File: config.mk
export PLATFORM = sky130hd
export DESIGN_NAME = apb_master_initiator
export DESIGN_NICKNAME = d
export VERILOG_FILES = /design/src/rtl/apb_master_initiator_pkg.sv /design/src/rtl/apb_master_initiator.sv
export SDC_FILE = /design/constraint.sdc
export NUM_CORES = 1
export LEC_CHECK = 0
export ABC_AREA = 0
export BUFFER_PORTS_ARGS = -buffer_cell sky130_fd_sc_hd__clkbuf_2
export CAP_MARGIN = 0
export CORE_AREA = 2 2 110 112
export CTS_CLUSTER_DIAMETER = 200
export DETAILED_ROUTE_END_ITERATION = 10
export DIE_AREA = 0 0 112 114
export HOLD_SLACK_MARGIN = 0.08
export PLACE_DENSITY_LB_ADDON = 0.25
export SLEW_MARGIN = 20
export SYNTH_ARGS = -nofsm -noshare
export SYNTH_HDL_FRONTEND = slang
export SYNTH_SLANG_ARGS = --single-unit
File: constraint.sdc
create_clock -name clk -period 1.65 [get_ports clk]
set_input_delay 0.165 -clock clk [delete_from_list [all_inputs] [get_ports clk]]
set_output_delay 0.165 -clock clk [all_outputs]
set_load 0.02 [all_outputs]
File: src/rtl/apb_master_initiator_pkg.sv
// Shared APB definitions: request/response bundles, response-status constants and read-data rule.
package apb_master_initiator_pkg;

  localparam int APB_ADDR_W = 32;
  localparam int APB_DATA_W = 32;

  typedef struct packed {
    logic [APB_ADDR_W-1:0] paddr;
    logic                  penable;
    logic                  psel;
    logic                  pwrite;
    logic [APB_DATA_W-1:0] pwdata;
  } t_apb_request;

  typedef struct packed {
    logic [APB_DATA_W-1:0] prdata;
    logic                  pready;
    logic                  perr;
  } t_apb_response;

  typedef struct packed {
    logic [APB_DATA_W-1:0] rdata;
    logic                  err;
    logic                  timeout;
  } t_resp;

  localparam logic [APB_DATA_W-1:0] APB_RDATA_NONE = '0;
  localparam logic                  APB_ERR_SET    = 1'b1;
  localparam logic                  APB_TIMEOUT_SET = 1'b1;

  // Read data is only forwarded for reads that the target did not flag as failed.
  function automatic logic [APB_DATA_W-1:0] apb_read_data(input logic write, input t_apb_response rsp);
    return (!write && !rsp.perr) ? rsp.prdata : APB_RDATA_NONE;
  endfunction

endpackage

File: src/rtl/apb_master_initiator.sv
// Single-target APB initiator: valid/ready request in, SETUP/ACCESS on APB, one-cycle response pulse out.
// Response arrives one cycle after pready (or after TIMEOUT_CYCLES waited ACCESS cycles); no response backpressure.
module apb_master_initiator
  import apb_master_initiator_pkg::*;
#(
  parameter int TIMEOUT_CYCLES = 256,
  parameter int TIMEOUT_WIDTH  = 16
) (
  input  logic        clk,
  input  logic        clk__enable,
  input  logic        reset_n,
  input  logic        req_valid,
  input  logic        req_write,
  input  logic [31:0] req_address,
  input  logic [31:0] req_wdata,
  output logic        req_ready,
  output logic        resp_valid,
  output logic [31:0] resp_rdata,
  output logic        resp_err,
  output logic        resp_timeout,
  output logic [31:0] apb_request__paddr,
  output logic        apb_request__penable,
  output logic        apb_request__psel,
  output logic        apb_request__pwrite,
  output logic [31:0] apb_request__pwdata,
  input  logic [31:0] apb_response__prdata,
  input  logic        apb_response__pready,
  input  logic        apb_response__perr
);

  typedef enum logic [1:0] {
    ST_IDLE,
    ST_SETUP,
    ST_ACCESS
  } t_state;

  localparam bit                       TIMEOUT_EN = (TIMEOUT_CYCLES != 0);
  localparam logic [TIMEOUT_WIDTH-1:0] CNT_LAST   = TIMEOUT_WIDTH'(TIMEOUT_CYCLES - 1);
  localparam logic [TIMEOUT_WIDTH-1:0] CNT_ONE    = TIMEOUT_WIDTH'(1);

  t_state                   state_q, state_d;
  t_apb_request             apb_q, apb_d;
  t_resp                    resp_q, resp_d;
  logic                     resp_valid_q, resp_valid_d;
  logic [TIMEOUT_WIDTH-1:0] cnt_q, cnt_d;
  t_apb_response            apb_rsp;

  assign apb_rsp.prdata = apb_response__prdata;
  assign apb_rsp.pready = apb_response__pready;
  assign apb_rsp.perr   = apb_response__perr;

  always_comb begin
    state_d      = state_q;
    apb_d        = apb_q;
    cnt_d        = cnt_q;
    resp_valid_d = 1'b0;
    resp_d       = '0;

    case (state_q)
      ST_IDLE: begin
        if (req_valid) begin
          apb_d.paddr   = req_address;
          apb_d.pwrite  = req_write;
          apb_d.pwdata  = req_wdata;
          apb_d.psel    = 1'b1;
          apb_d.penable = 1'b0;
          state_d       = ST_SETUP;
        end
      end

      ST_SETUP: begin
        apb_d.penable = 1'b1;
        cnt_d         = '0;
        state_d       = ST_ACCESS;
      end

      ST_ACCESS: begin
        // pready is checked first so a completion on the expiry cycle is not reported as a timeout.
        if (apb_rsp.pready) begin
          apb_d.psel     = 1'b0;
          apb_d.penable  = 1'b0;
          resp_valid_d   = 1'b1;
          resp_d.rdata   = apb_read_data(apb_q.pwrite, apb_rsp);
          resp_d.err     = apb_rsp.perr;
          resp_d.timeout = 1'b0;
          state_d        = ST_IDLE;
        end else if (TIMEOUT_EN && (cnt_q == CNT_LAST)) begin
          apb_d.psel     = 1'b0;
          apb_d.penable  = 1'b0;
          resp_valid_d   = 1'b1;
          resp_d.rdata   = APB_RDATA_NONE;
          resp_d.err     = APB_ERR_SET;
          resp_d.timeout = APB_TIMEOUT_SET;
          state_d        = ST_IDLE;
        end else begin
          cnt_d = cnt_q + CNT_ONE;
        end
      end

      default: begin
        state_d = ST_IDLE;
      end
    endcase
  end

  always_ff @(posedge clk or negedge reset_n) begin
    if (!reset_n) begin
      state_q      <= ST_IDLE;
      apb_q        <= '0;
      resp_q       <= '0;
      resp_valid_q <= 1'b0;
      cnt_q        <= '0;
    end else if (clk__enable) begin
      state_q      <= state_d;
      apb_q        <= apb_d;
      resp_q       <= resp_d;
      resp_valid_q <= resp_valid_d;
      cnt_q        <= cnt_d;
    end
  end

  assign req_ready            = (state_q == ST_IDLE);
  assign resp_valid           = resp_valid_q;
  assign resp_rdata           = resp_q.rdata;
  assign resp_err             = resp_q.err;
  assign resp_timeout         = resp_q.timeout;
  assign apb_request__paddr   = apb_q.paddr;
  assign apb_request__penable = apb_q.penable;
  assign apb_request__psel    = apb_q.psel;
  assign apb_request__pwrite  = apb_q.pwrite;
  assign apb_request__pwdata  = apb_q.pwdata;

endmodule

==> results.md, run 1 <==
- # DRC: 0
- Critical Path Sink Type: register
- Syn_nets: 455
- Clk pin slew, worst setup/hold paths: 0.05 ns
- Overall routing resource usage: 22.2%
- Synth unique cells: 46
- Final Setup Violations: 0
- Critical path's largest stage delay: 0.43 ns
- Switching Share: 35.0%
- Floorplan Core Area: 11700 um2
- Synthesized area: 4880 um2
- Dpl cells: 725
- Crit-path max FO: 8
- Met1 Usage GRT: 25.8%
- Cell Count, Final, Fillers Out: 861
- Fin crit period: 1.65 ns
- CTS Buffer Depth: 2
- Initial antenna violation count: 0
- Nets: 805
- EDFF count, synth: 0
- Arrival time worst endpoint: 1.97 ns
- Largest net degree at the start of global routing: 42
- Die width: 112 um
- Diode count: 0
- FF-to-FF End: cnt_q[9]$_DFFE_PN0P_
- Worst clock skew: 0.0104 ns
- Post-detail-place hpwl: 9.09 mm
- Met2 GRT Util: 39.0%
- Worst r2r path cells: 5
- Max Clock Freq: 607 MHz
- CTS tree: done
- Sequential area share after synthesis: 61.5%
- Kind of critical path: register to register
- Vias per cell: 5.08
- Clock power frac: 28.8%
- Avg Cell Area, Syn: 13.9 um2
- Ys async rst share: 100%
- DR pass1 iterations: 7
- Slowest cell on crit path: dfrtp_2
- Critical-path cell list: nor4_4, and4_4, o21ai_4, buf_8, a31oi_4
- Critical path depth: 5
- Cell Pwr Density: 1530 nW/um2
- Die height: 114 um
- Cell count after synthesis: 351
- DR WL/cell: 16.8 um
- Synthesis-to-finish area growth: 68.1%
- First-pass GRT wire length: 22.2 mm
- GP Congestion: 0.815
- Reg2Reg Launch Point: cnt_q[15]$_DFFE_PN0P_
- Type of the tightest min-delay check: input port to register
- Vias in the first global route: 4572
- Register-to-Register Setup Slack: 0.003 ns
- Fin crit share: 99.8%
- Net Sw Power: 4.40 mW
- Total chip power: 12.6 mW
- H-tree Lvls: 4
- Antenna Nets Post-Route: 0
- Status: finished, final reports clean
- Starting DRC count in detailed routing: 206
- Num CTS Buffers: 17
- Hold Fails Final Rpt: 0
- Starting density of the core: 41.7%
- Slew Limit Fails: 0
- WL final: 14.5 mm
- CP Launch Type: register
- Worst vdd ir: 1.25 mV
- Max_cap viols: 0
- GRT Max-Usage Layer: met2
- Critical path origin: cnt_q[15]$_DFFE_PN0P_
- GR Util met3: 6.38%
- Clock root buffer: clkbuf_16
- Cell Int Power: 8.17 mW
- Leakage: 3.93 nW
- CP Capture Point: cnt_q[9]$_DFFE_PN0P_
- Layout cells sized above 1: 53.8%
- RSZ-0062 raised after global routing: yes
- Vias: 4377
- Family with the most delay on the worst path: simple AND/OR/NAND/NOR gates
- Worst path required time: 1.97 ns
- WP buf/inv: 1
- Synth Flop Type: dfrtp_1
- Boundary pin count: 206
- Worst slew pin tran: 0.469 ns
- Warnings from Yosys: 0
- Rows: 40
- WHS: 0.113 ns
- GRT overflow: 0
- Seq cells post-synth: 120
- Comb power frac: 35.1%
- Slew HR: 68.7%
- # clock sinks: 120
- Die area: 12800 um2
- Part of the power in registers: 36.1%
- Clk_lat worst skew: 0.41 ns
- # port buffers: 205
[tightest hold or removal path, delay by kind of cell]
| kind | cells | cell delay (ns) |
|---|---|---|
| buf+inv | 1 | 0.11 |
| compound gates | 2 | 0.20 |
[flip-flops by register name, indices dropped and copies added, names as in the netlist]
signal / flops
apb_request__paddr: 32
apb_request__pwdata: 32
resp_rdata: 32
cnt_q: 16
state_q: 2
apb_request__penable: 1
apb_request__psel: 1
apb_request__pwrite: 1
resp_err: 1
resp_timeout: 1
resp_valid: 1
[cells by family after synthesis]
logic type / Yosys count / share of synthesized area [%]
flops: 120 / 61.5
compound gates: 75 / 12.2
mux: 69 / 15.8
simple gates: 57 / 7.26
buf+inv: 29 / 2.97
fa+ha+maj: 1 / 0.256
[worst min-delay path by stage]
stage / cells past startpoint / start / slack [ns] / end
finish: 3 / req_valid / 0.11 / apb_request__penable$_DFFE_PN0P_
global route: 3 / req_valid / 0.12 / apb_request__penable$_DFFE_PN0P_
CTS: 3 / req_valid / 0.09 / apb_request__penable$_DFFE_PN0P_
detailed placement: 1 / reset_n / 0.15 / cnt_q[4]$_DFFE_PN0P_
global placement: 1 / reset_n / 0.15 / state_q[1]$_DFFE_PN0P_
floorplan: 0 / reset_n / -0.13 / apb_request__paddr[0]$_DFFE_PN0P_
[power groups by stage]
stage / Combinational, mW / Sequential [mW] / Clock (mW)
after floorplan: 1.28 / 5.58 / 0
after CTS: 4.26 / 4.51 / 3.68
after global routing: 4.70 / 4.67 / 3.82
after global placement: 3.94 / 4.47 / 0
final: 4.41 / 4.54 / 3.62
after detailed placement: 4.03 / 4.53 / 0
[layout by cell type (no fill, tap or decap), drive strengths merged, types with 10 or more instances in the layout]
cell         netlist  layout
a22o              33      33
a31oi             10      10
buf               14      47
clkbuf             5     227
dfrtp            120     120
dlygate4sd3        0      98
inv               10      11
mux2              65      65
nand2             14      14
o21ai             10      10
[per-stage QoR]
stage	TNS (ns)	utilization [%]	setup slack, ns	cell area (um2)
after detailed placement	-0.203	54.4	-0.0655	6370
final	0	70.0	0.00321	8200
after global routing	-0.504	70.0	-0.0631	8200
after CTS	0	68.0	0.00198	7960
after floorplan	0	-	0.00940	4890
after global placement	0	54.4	0.0189	6370
[routing by layer]
metal | wire length, um | vias to the layer above
li1 | - | 2017
met1 | 5710 | 2176
met5 | 0 | -
met4 | 341 | 0
met2 | 7740 | 155
met3 | 683 | 29
[cell type report]
class | count | area (um2)
Inverter | 10 | 37.5
Sequential cell | 120 | 3010
Tap cell | 147 | 184
Timing Repair Buffer | 350 | 2470
Multi-Input combinational cell | 202 | 1910
Clock buffer | 22 | 464
Fill cell | 821 | 3510
Clock inverter | 10 | 120
[timing repair]
action	CTS	global route
cloned	0	1
hold buffers	98	0
gates resized for setup	3	41
buffers inserted	1	5
hold endpoints to repair	153	0
pin swaps	0	14
endpoints found under the setup margin	8	101
[Yosys cell counts (2+ instances only)]
library cell    n  area (um2)
buf_4           5        37.5
clkbuf_1        5        18.8
nor2_1          6        22.5
buf_2           8        40.0
nand4_2         2        25.0
mux2i_1         4        40.0
a41oi_1         4        35.0
nor4_2          2        25.0
dfrtp_1       120        3000
a21oi_1         3        15.0
o21ai_0         8        40.0
and3_1          5        31.3
nand3_1         7        35.0
inv_1          10        37.5
nor4_1          3        18.8
o2bb2ai_1       3        26.3
mux2_2         65         732
a211oi_1        2        15.0
o211ai_2        2        25.0
nand4_1         5        31.3
a22o_1         33         289
nand2b_1        2        12.5
nand2_1        14        52.6
a21o_1          2        15.0
a31oi_1        10        62.6
(Power assumes the default switching activity.)
==> run 2: changes to the inputs <==
CORE_AREA = 2 2 104 106   (was 2 2 110 112)
DIE_AREA = 0 0 106 108   (was 0 0 112 114)
clock period = 1.55 ns   (was 1.65 ns; I/O delays follow)
==> run 2 against run 1 <==
Net effect: the run now ends with negative setup slack left; flip-flop and latch count unchanged; register-to-register slack got worse by 0.04 ns; critical path depth increased by 1; die area decreased by 10%; global-route usage increased by 7.0 points; clock skew decreased by 0.0021 ns; hold slack improved by 0.026 ns; largest power group unchanged.
==> results.md, run 2 (synthesis gave the netlist of run 1 again) <==
- H-tree Lvls: 4 (unchanged)
- GP Congestion: 0.848 (+4.0%)
- Hold Fails Final Rpt: 0 (unchanged)
- Antenna Nets Post-Route: 0 (unchanged)
- Num CTS Buffers: 17 (unchanged)
- Initial antenna violation count: 1 (+1)
- Worst path required time: 2.00 ns (+0.03 ns)
- Post-Layout Inst Area: 8380 um2 (+2.2%)
- CTS Buffer Depth: 2 (unchanged)
- Final Setup Violations: 29 (+29)
- Clk pin slew, worst setup/hold paths: 0.06 ns (about the same)
- Floorplan Core Area: 10200 um2 (-13%)
- Layout cells sized above 1: 54.4% (+0.66 points)
- Max Clock Freq: 631 MHz (+3.9%)
- GRT overflow: 0 (unchanged)
- Slew Limit Fails: 0 (unchanged)
- Cell Pwr Density: 1640 nW/um2 (+7.3%)
- First-pass GRT wire length: 25.4 mm (+14%)
- Core Util, Final: 81.9% (+12 points)
- RSZ-0062 raised after global routing: yes
- Overall routing resource usage: 29.2% (+7.0 points)
- Rows: 37 (-7.5%)
- Pre-CTS setup slack: -0.0905 ns (-0.0250 ns)
- Leakage: 4.04 nW (+2.8%)
- Fillers: 527 (-36%)
- Slowest cell on crit path: dfrtp_2
- DR WL/cell: 19.8 um (+18%)
- Status: complete, but fails checks
- Die height: 108 um (-5.3%)
- Arrival time worst endpoint: 2.03 ns (+0.06 ns)
- Slew HR: 68.5% (-0.27 points)
- Most frequent cells in the layout: clkbuf_2, dfrtp_1, dlygate4sd3_1
- Synthesis-to-finish area growth: 71.7%
- Setup TNS: -0.606 ns (-0.606 ns)
- Vias in the first global route: 4789 (+4.7%)
- Fin crit share: 102% (+2.4 points)
- # clock sinks: 120 (unchanged)
- # port buffers: 205 (unchanged)
- Family with the most delay on the worst path: buffers and inverters
- Critical Path Sink Type: register
- Worst vdd ir: 1.02 mV (-18%)
- Total chip power: 13.8 mW (+9.6%)
- Largest net degree at the start of global routing: 38 (-9.5%)
- WL final: 17.0 mm (+17%)
- Failing checks: negative setup slack
- CTS tree: done
- Post-placement cell area: 6430 um2 (+0.96%)
- Worst clock skew: 0.00827 ns (-0.00209 ns)
- Worst slew pin tran: 0.473 ns (+0.00402 ns)
- Critical path's most frequent cell: buf_6
- Fin crit period: 1.58 ns (-0.0623 ns)
- Post-route setup slack: -0.0345 ns (-0.0377 ns)
- WP buf/inv: 3 (+2)
- Critical path's largest stage delay: 0.44 ns (about the same)
- Vias per cell: 5.29 (+4.0%)
- # DRC: 0 (unchanged)
- Starting density of the core: 47.7% (+6.0 points)
- DR pass1 iterations: 5 (-2)
- Clock root buffer: clkbuf_8
- Crit-path max FO: 16 (+8)
- Commonest non-fill, non-tap cell in the layout: clkbuf_2
- Clk_lat worst skew: 0.51 ns (+0.10 ns)
- Starting DRC count in detailed routing: 259 (+26%)
- Max_cap viols: 0 (unchanged)
- Die width: 106 um (-5.4%)
- Die area: 11400 um2 (-10%)
- Post-detail-place hpwl: 9.07 mm (-0.28%)
- Vias: 4530 (+3.5%)
- Boundary pin count: 206 (unchanged)
- Critical-path cell list: nand3b_1, buf_6, nor4b_4, buf_6, clkbuf_16, a22o_1
- CP Launch Type: register
- Nets: 813 (+0.99%)
- Type of the tightest min-delay check: input port to asynchronous set/reset pin
- Kind of critical path: register to register
==> run 2: cell count changes in the layout (fill, tap and decap cells not counted), sizes merged <==
| cell | delta |
|---|---|
| inv | -1 |
| diode | +1 |
| clkbuf | +2 |
| buf | +3 |
| bufinv | +1 |
| clkinv | +1 |
| clkinvlp | -3 |
| dlygate4sd3 | +3 |
==> run 2: path summary, 6_finish.rpt <==
check,start,endpoint,slack (ns),cells after the start
setup reg to reg,state_q[0]$_DFFE_PN0P_,resp_rdata[7]$_DFFE_PN0P_,-0.03,6
min in group clk,apb_response__pready,resp_err$_DFFE_PN0P_,0.14,3
setup / recovery,state_q[0]$_DFFE_PN0P_,resp_rdata[7]$_DFFE_PN0P_,-0.03,6
hold / removal,reset_n,resp_rdata[26]$_DFFE_PN0P_,0.14,2
max in group asynchronous,reset_n,cnt_q[12]$_DFFE_PN0P_,0.86,3
hold reg to reg,resp_err$_DFFE_PN0P_,resp_err$_DFFE_PN0P_,0.49,1
==> run 2: metrics by stage <==
stage | cells | hold slack [ns]
after floorplan | 351 | -0.141
after global placement | 714 | 0.136
after CTS | 851 | 0.117
after global routing | 857 | 0.139
after detailed placement | 714 | 0.138
final | 857 | 0.139
==> run 2: power breakdown <==
group / internal, mW / switching [mW]
sequential: 4.17 / 0.753
combinational: 2.17 / 2.74
clock: 2.59 / 1.34
total: 8.93 / 4.84
==> run 2: what timing repair did <==
item                                    4_1_cts  5_1_grt
endpoints found under the setup margin       15       59
pin swaps                                     6       23
hold endpoints to repair                    220        0
gates resized for setup                      23       25
hold buffers                                101        0
buffers inserted                              5        1
gates cloned                                  1        4
==> run 2: layout make-up <==
class	count	area (um2)	share of cell area, %
inverter	10	37.5	0.448
sequential	120	3010	35.9
multi-input combinational	202	1960	23.5
antenna	1	2.50	0.0299
clock inverter	8	120	1.43
clock buffer	22	473	5.65
tap	136	170	2.03
timing repair buffer	358	2600	31.1
==> run 2: per-layer routing <==
layer / vias up / wire length, um / GRT usage (%)
met5: - / 0 / 0
met4: 0 / 491 / 12.5
met3: 38 / 1040 / 8.44
met2: 216 / 8900 / 51.1
met1: 2235 / 6550 / 33.8
li1: 2041 / - / -
